**src/rtl/arm_pkg.sv**
```systemverilog
// Shared types for the decode/execute boundary.
// Condition codes, NZCV bit positions, ALU ops, execute bundle.
package arm_pkg;

  typedef enum logic [3:0] {
    EQ = 4'b0000,
    NE = 4'b0001,
    CS = 4'b0010,
    CC = 4'b0011,
    MI = 4'b0100,
    PL = 4'b0101,
    VS = 4'b0110,
    VC = 4'b0111,
    HI = 4'b1000,
    LS = 4'b1001,
    GE = 4'b1010,
    LT = 4'b1011,
    GT = 4'b1100,
    LE = 4'b1101,
    AL = 4'b1110,
    NV = 4'b1111
  } cond_t;

  localparam int N_BIT = 3;
  localparam int Z_BIT = 2;
  localparam int C_BIT = 1;
  localparam int V_BIT = 0;

  localparam logic [2:0] ALU_ADD = 3'b000;
  localparam logic [2:0] ALU_SUB = 3'b001;
  localparam logic [2:0] ALU_AND = 3'b010;
  localparam logic [2:0] ALU_ORR = 3'b011;
  localparam logic [2:0] ALU_ADC = 3'b100;

  typedef struct packed {
    logic       valid;
    cond_t      cond;
    logic       pcs;
    logic       reg_w;
    logic       mem_w;
    logic       mem_to_reg;
    logic       alu_src;
    logic       no_write;
    logic       swap;
    logic       inv;
    logic       base_reg_write;
    logic [1:0] flag_w;
    logic [1:0] result_src;
    logic [2:0] alu_ctl;
  } id_ex_t;

endpackage

```
**src/rtl/cond_check.sv**
```systemverilog
// Combinational condition evaluation against NZCV.
// NV is reserved and never executes.
module cond_check
  import arm_pkg::*;
(
  input  cond_t      cond,
  input  logic [3:0] flags,
  output logic       cond_ex
);

  logic n;
  logic z;
  logic c;
  logic v;

  assign n = flags[N_BIT];
  assign z = flags[Z_BIT];
  assign c = flags[C_BIT];
  assign v = flags[V_BIT];

  always_comb begin
    cond_ex = 1'b0;
    unique case (cond)
      EQ: cond_ex = z;
      NE: cond_ex = !z;
      CS: cond_ex = c;
      CC: cond_ex = !c;
      MI: cond_ex = n;
      PL: cond_ex = !n;
      VS: cond_ex = v;
      VC: cond_ex = !v;
      HI: cond_ex = c && !z;
      LS: cond_ex = !c || z;
      GE: cond_ex = (n == v);
      LT: cond_ex = (n != v);
      GT: cond_ex = !z && (n == v);
      LE: cond_ex = z || (n != v);
      AL: cond_ex = 1'b1;
      NV: cond_ex = 1'b0;
    endcase
  end

endmodule

```
**src/rtl/cond_exec_stage.sv**
```systemverilog
// Decode-to-execute register with NZCV flags and condition gating.
// Side effects of the execute instruction are suppressed on stall or failed cond.
module cond_exec_stage
  import arm_pkg::*;
#(
  parameter int FLAG_W = 4
) (
  input  logic              clk,
  input  logic              reset,
  input  logic              d_valid,
  input  logic              stall,
  input  logic              flush,
  input  logic [3:0]        d_cond,
  input  logic              d_pcs,
  input  logic              d_reg_w,
  input  logic              d_mem_w,
  input  logic              d_mem_to_reg,
  input  logic              d_alu_src,
  input  logic              d_no_write,
  input  logic              d_swap,
  input  logic              d_inv,
  input  logic              d_base_reg_write,
  input  logic [1:0]        d_flag_w,
  input  logic [1:0]        d_result_src,
  input  logic [2:0]        d_alu_ctl,
  input  logic [FLAG_W-1:0] alu_flags,
  output logic              e_mem_to_reg,
  output logic              e_alu_src,
  output logic              e_swap,
  output logic              e_inv,
  output logic [1:0]        e_result_src,
  output logic [2:0]        e_alu_ctl,
  output logic              cond_ex,
  output logic              pcs_src,
  output logic              reg_write,
  output logic              mem_write,
  output logic              base_reg_write,
  output logic              carry_in,
  output logic [FLAG_W-1:0] flags
);

  id_ex_t d_word;
  id_ex_t ex;
  logic   go;

  always_comb begin
    d_word                = '0;
    d_word.valid          = d_valid;
    d_word.cond           = cond_t'(d_cond);
    d_word.pcs            = d_pcs;
    d_word.reg_w          = d_reg_w;
    d_word.mem_w          = d_mem_w;
    d_word.mem_to_reg     = d_mem_to_reg;
    d_word.alu_src        = d_alu_src;
    d_word.no_write       = d_no_write;
    d_word.swap           = d_swap;
    d_word.inv            = d_inv;
    d_word.base_reg_write = d_base_reg_write;
    d_word.flag_w         = d_flag_w;
    d_word.result_src     = d_result_src;
    d_word.alu_ctl        = d_alu_ctl;
  end

  always_ff @(posedge clk) begin
    if (reset) begin
      ex <= '0;
    end else if (flush) begin
      ex      <= '0;
      ex.cond <= AL;
    end else if (!stall) begin
      ex <= d_word;
    end
  end

  cond_check u_cond_check (
    .cond    (ex.cond),
    .flags   (flags[3:0]),
    .cond_ex (cond_ex)
  );

  assign go = ex.valid && cond_ex && !stall;

  // Flags are written only by an executing instruction; masks pick halves.
  always_ff @(posedge clk) begin
    if (reset) begin
      flags <= '0;
    end else if (go) begin
      if (ex.flag_w[1]) begin
        flags[N_BIT] <= alu_flags[N_BIT];
        flags[Z_BIT] <= alu_flags[Z_BIT];
      end
      if (ex.flag_w[0]) begin
        flags[C_BIT] <= alu_flags[C_BIT];
        flags[V_BIT] <= alu_flags[V_BIT];
      end
    end
  end

  assign pcs_src        = go && ex.pcs;
  assign reg_write      = go && ex.reg_w && !ex.no_write;
  assign mem_write      = go && ex.mem_w;
  assign base_reg_write = go && ex.base_reg_write;
  assign carry_in       = flags[C_BIT];

  assign e_mem_to_reg = ex.mem_to_reg;
  assign e_alu_src    = ex.alu_src;
  assign e_swap       = ex.swap;
  assign e_inv        = ex.inv;
  assign e_result_src = ex.result_src;
  assign e_alu_ctl    = ex.alu_ctl;

endmodule
```
**config.mk**
```make
export PLATFORM = sky130hd
export DESIGN_NAME = cond_exec_stage
export DESIGN_NICKNAME = d
export VERILOG_FILES = /design/src/rtl/arm_pkg.sv /design/src/rtl/cond_check.sv /design/src/rtl/cond_exec_stage.sv
export SDC_FILE = /design/constraint.sdc
export NUM_CORES = 1
export LEC_CHECK = 0
export ABC_AREA = 1
export CAP_MARGIN = 30
export CORE_ASPECT_RATIO = 1.4
export CORE_MARGIN = 1
export CORE_UTILIZATION = 48
export CTS_BUF_LIST = sky130_fd_sc_hd__clkbuf_8
export CTS_CLUSTER_DIAMETER = 200
export DETAILED_ROUTE_END_ITERATION = 16
export PLACE_DENSITY = 0.86
export REMOVE_ABC_BUFFERS = 1
export SYNTH_ARGS = -nofsm -noshare
export SYNTH_HDL_FRONTEND = slang
export SYNTH_SLANG_ARGS = --single-unit
```
**constraint.sdc**
```tcl
create_clock -name clk -period 3.1 [get_ports clk]
set_input_delay 0.465 -clock clk [delete_from_list [all_inputs] [get_ports clk]]
set_output_delay 0.465 -clock clk [all_outputs]
set_load 0.005 [all_outputs]
```
=== After elaboration in Yosys (flattened, before gate mapping) ===
Index checks and enable logic that the tools add are counted.

* Equal/unequal tests: 18
* Mux-type cells: 3
* Reduce and logical (&&, ||, !) cells: 21

{| class="wikitable"
|+ Operators by type and width
! operator !! number
|-
| 20-bit two-way mux || 2
|-
| 4-bit equality test (second input constant) || 8
|-
| 4-bit by 3-bit equality test with 1-bit output (second input constant) || 4
|-
| 1-bit one-hot mux with 16 select lines || 1
|-
| 1-bit logical AND || 9
|-
| 4-bit by 2-bit equality test with 1-bit output (second input constant) || 2
|-
| 1-bit logical NOT || 6
|-
| 4-bit by 1-bit equality test with 1-bit output (second input constant) || 1
|-
| 4-bit logical NOT || 1
|-
| 2-bit AND reduction || 2
|-
| 1-bit logical OR || 2
|-
| 2-bit by 1-bit inequality test with 1-bit output (second input constant) || 1
|-
| 2-bit OR reduction || 1
|-
| 1-bit equality test || 1
|-
| 1-bit inequality test || 1
|}

* Register bits: 25
* Input bits: 29
* Output and inout bits: 19
* Word-level logic and storage cells: 59

=== Depth between registers and ports, before layout ===
* Depth in word-level cells: 7
* Depth in mapped cells: 14
* Depth with buffers taken out: 14

=== Hierarchy ===
A second synthesis with hierarchy kept.

* Cells, all modules: 193
* Area, all modules: 1272.5 um2

{| class="wikitable"
|+ Modules (own cells, without submodules)
! module !! instances !! cells an instance !! area each (um2)
|-
| cond_exec_stage || 1 || 148 || 1067.3
|-
| cond_check || 1 || 45 || 205.2
|}

=== Worst setup path before layout ===
Ideal clock, no wire load.

* Kind: input to output
* From: input port stall
* To: output port reg_write
* Arrival time: 1307 ps
* Required time: 2635 ps
* Setup slack: 1328 ps
* Stages on the path: 4
* Cell sequence: clkbuf_1 > nor2_1 > nand2_2 > nor3b_2

* Cells in the longest elaborated chain, start to end: 4

{| class="wikitable"
|+ Ends and longest elaborated chain
! item !! RTL line !! source
|-
| start: declaration || cond_exec_stage.sv:11 || <nowiki>input logic stall,</nowiki>
|-
| 1-bit logical NOT || cond_exec_stage.sv:81 || <nowiki>assign go = ex.valid && cond_ex && !stall;</nowiki>
|-
| 1-bit logical AND || cond_exec_stage.sv:81 ||
|-
| 1-bit logical AND (2 in a row) || cond_exec_stage.sv:100 || <nowiki>assign reg_write = go && ex.reg_w && !ex.no_write;</nowiki>
|-
| end: declaration || cond_exec_stage.sv:35 || <nowiki>output logic reg_write,</nowiki>
|}

Every way passes these cells.

=== Worst setup path after layout ===
* From: register flags[3]
* To: output port reg_write

* Cells in the longest elaborated chain, start to end: 7
* Elaborated cells between the ends (all ways): 10
* Those cells by class: eq/ne: 2; mux: 1; reduce/logical: 7

{| class="wikitable"
|+ Ends and longest elaborated chain
! item !! RTL line !! source
|-
| start: declaration || cond_exec_stage.sv:39 || <nowiki>output logic [FLAG_W-1:0] flags</nowiki>
|-
| start signal: indexed assignment || cond_exec_stage.sv:89 || <nowiki>flags[N_BIT] <= alu_flags[N_BIT];</nowiki>
|-
| start signal: indexed assignment || cond_exec_stage.sv:90 || <nowiki>flags[Z_BIT] <= alu_flags[Z_BIT];</nowiki>
|-
| start signal: indexed assignment || cond_exec_stage.sv:93 || <nowiki>flags[C_BIT] <= alu_flags[C_BIT];</nowiki>
|-
| 1-bit inequality test or 1-bit equality test (tied branches) || - ||
|-
| 1-bit logical OR or 1-bit logical AND (tied branches) || cond_check.sv:37, cond_check.sv:36 ||
|-
| 1-bit one-hot mux with 16 select lines (*) || cond_check.sv:23 || <nowiki>unique case (cond)</nowiki>
|-
| 1-bit logical AND (*) (2 in a row) || cond_exec_stage.sv:81 ||
|-
| 1-bit logical AND (*) (2 in a row) || cond_exec_stage.sv:100 ||
|}

Mark *: on every way between the ends. The rest lies on a longest branch, timed or not.

==> out/metrics.csv <==
stage,metric,value,unit
floorplan,core,0.00244,sq mm
route,routed_wl,2780,um
sta,hold_viol,0,
route,first_iter_violations,26,
route,first_pass_iters,4,
clocking,htree_levels,1,
sta,worst_pin_slew,0.453,ns
route,antenna_left,0,
sta,final.setup.tns,0,ns
sta,rsz0062_at_grt,no,
logic_synthesis,synth_edf_count,0,
global_route,overflow,0,
floorplan,io_pins,48,
clocking,cts_hold_buf,0,
critical_path,critPathCaptureType,output port,
logic_synthesis,synth-seq-area-share,39.7,%
logic_synthesis,syn-cell-area,0.00126,sq mm
power,peakVddDrop,0.296,mV
logic_synthesis,syn_inst,181,
clocking,clock_sinks,25,
clocking,numCtsBuffers,3,
sta,period_share,87.2,%
power,p_per_area,363,mW/mm^2
critical_path,arrival,2.24,ns
logic_synthesis,syn_avg_cell_area,6.96,sq um
sta,fin_skew,0.00937,ns
layout,area_delta_synth_final,40.2,%
logic_synthesis,ys_types,24,
power,p_int,484,uW
critical_path,cp_slowest_cell,clkdlybuf4s50_1,
layout,top_register,ex,
logic_synthesis,synth_ff_type,dfxtp_1,
critical_path,crit_required,2.63,ns
route,viasPerCell,4.91,
sta,setup_viol,0,
hold_path,hp-class,flop to flop,
floorplan,row_count,21,
layout,nets,252,
layout,final_common_cell,nand2_1,
logic_synthesis,ys_async_sr_fraction,0,%
power,leakage,0.722,nW
place,hpwl,2120,um
global_route,grt_pass1_wl,4780,um
clocking,clk_pin_slew,0.08,ns
layout,largest_reg_flops,12,
power,p_clk_share,29.6,%
critical_path,startpoint_type,flop,
critical_path,crit_top_cell,nand2_1,
logic_synthesis,ys_warn_count,0,
floorplan,die_h,62.6,um
place,globalplace.congestion,0.785,
critical_path,path_cells,inv_1 -> nand2_1 -> nand2_1 -> o21ai_0 -> nand2_1 -> nand3_2 -> nand2_2 -> nand3_4 -> nand2_2 -> nor3b_2 -> clkdlybuf4s50_1,
clocking,cts-resized-gates,0,
clocking,postCtsSetupRepairBufs,0,
sta,fin_hold_ws,0.470,ns
power,sw_frac_of_total,24.5,%
floorplan,start_util,51.6,%
clocking,clk_path_buf_depth,2,
floorplan,dieArea,0.00284,sq mm
outcome,status,completed,
critical_path,crit_type,flop to output port,
power,p_comb_share,17.3,%
logic_synthesis,ys_ff_latch,25,
global_route,grt_usage,21.8,%
layout,final_cell_mix,"nand2_1, clkdlybuf4s50_1, dfxtp_1",
power,pwr-share-seq,53.0,%
flow_run,drv_cap,0,
floorplan,dieWidth,45.3,um
global_route,antenna_found_initial,0,
route,wire_per_inst,10.9,um
clocking,cts-root-buf,clkbuf_8,
clocking,worstSkewPairLatency,0.27,ns
global_route,grt_pass1_vias,1218,
layout,n_antenna_cell,0,
sta,finalCriticalPeriod,2.70,ns
global_route,grt_max_degree,27,
power,p_switching,157,uW
critical_path,critPathMaxStageDelay,0.53,ns
sta,fmax,370,MHz
critical_path,path_max_fanout,8,
sta,drv_slew,0,
sta,relSlewSlack,69.8,%
route,drc,0,
route,dr_total_vias,1258,
layout,layout-drive-gt1-share,9.46,%
clocking,cts_tree,built,
place,portBuffers,47,
[power by group through the flow]
stage               Combinational [mW]  Clock (mW)  Sequential [mW]
floorplan                       0.0480           0            0.346
global placement                 0.109           0            0.347
detailed placement               0.111           0            0.347
CTS                              0.112       0.191            0.340
global route                     0.122       0.205            0.341
finish                           0.111       0.190            0.340
[synth_stat cells, types with 2 or more instances]
| library cell | count | share of area, % |
|---|---|---|
| clkbuf_1 | 5 | 1.5 |
| nand2_1 | 55 | 16 |
| o21ai_0 | 2 | 0.79 |
| inv_1 | 19 | 5.7 |
| a21oi_1 | 15 | 6.0 |
| nand3_1 | 5 | 2.0 |
| nand3_2 | 3 | 2.4 |
| nor2_1 | 17 | 5.1 |
| a211oi_1 | 7 | 4.2 |
| nand4_1 | 5 | 2.5 |
| inv_2 | 2 | 0.60 |
| nor2_2 | 2 | 0.99 |
| dfxtp_1 | 25 | 40 |
| nor3_1 | 2 | 0.79 |
| buf_4 | 6 | 3.6 |
| nand2_2 | 3 | 1.5 |
[area by class of cell]
type                    instances  area [sq um]
inverters                      22          96.3
flip-flops and latches         25           500
repair buffers                 49           485
clock inverters                 1          5.00
multi-input cells             122           596
well taps                      34          42.5
clock buffers                   3          41.3
fillers                       184           677
[per-layer routing]
metal,global-route usage (%),wire length [um],part of all wire (%)
met1,24.2,1150,41
met4,6.82,17,0.61
met2,39.7,1450,52
met5,0,0,0
met3,3.76,154,5.5
[critical path: cells and delay by family, from the launching register on]
family	cells	cell delay [ns]
buffers and inverters	2	0.66
AO/OA/AOI/OAI	1	0.15
flip-flops	1	0.40
AND/OR/NAND/NOR	8	0.78
[worst paths after layout]
| path | startpoint | end | slack (ns) | depth (start not counted) |
|---|---|---|---|---|
| worst max-delay path | flags[3]$_SDFFE_PP0P_ | reg_write | 0.40 | 11 |
| worst min-delay path | ex[14]$_SDFFE_PP0N_ | ex[14]$_SDFFE_PP0N_ | 0.47 | 2 |
| worst max register to register | ex[16]$_SDFFE_PP0N_ | flags[3]$_SDFFE_PP0P_ | 1.57 | 11 |
| worst min register to register | ex[14]$_SDFFE_PP0N_ | ex[14]$_SDFFE_PP0N_ | 0.47 | 2 |
[metrics by stage]
stage	util (%)	total power [mW]	area [sq um]	cells	setup slack, ns
floorplan	-	0.394	1190	169	1.35
global placement	70.4	0.456	1720	252	0.731
detailed placement	70.4	0.458	1720	252	0.684
CTS	72.3	0.642	1770	256	0.414
global route	72.3	0.668	1770	256	0.233
finish	72.3	0.641	1770	256	0.397
[cell families after synthesis]
group	Yosys count	synth area share, %
AND/OR/NAND/NOR	98	36.3
AO/OA/AOI/OAI	24	10.9
buffers and inverters	34	13.0
flip-flops	25	39.7
Note: power is estimated with default switching activity, not from simulation.
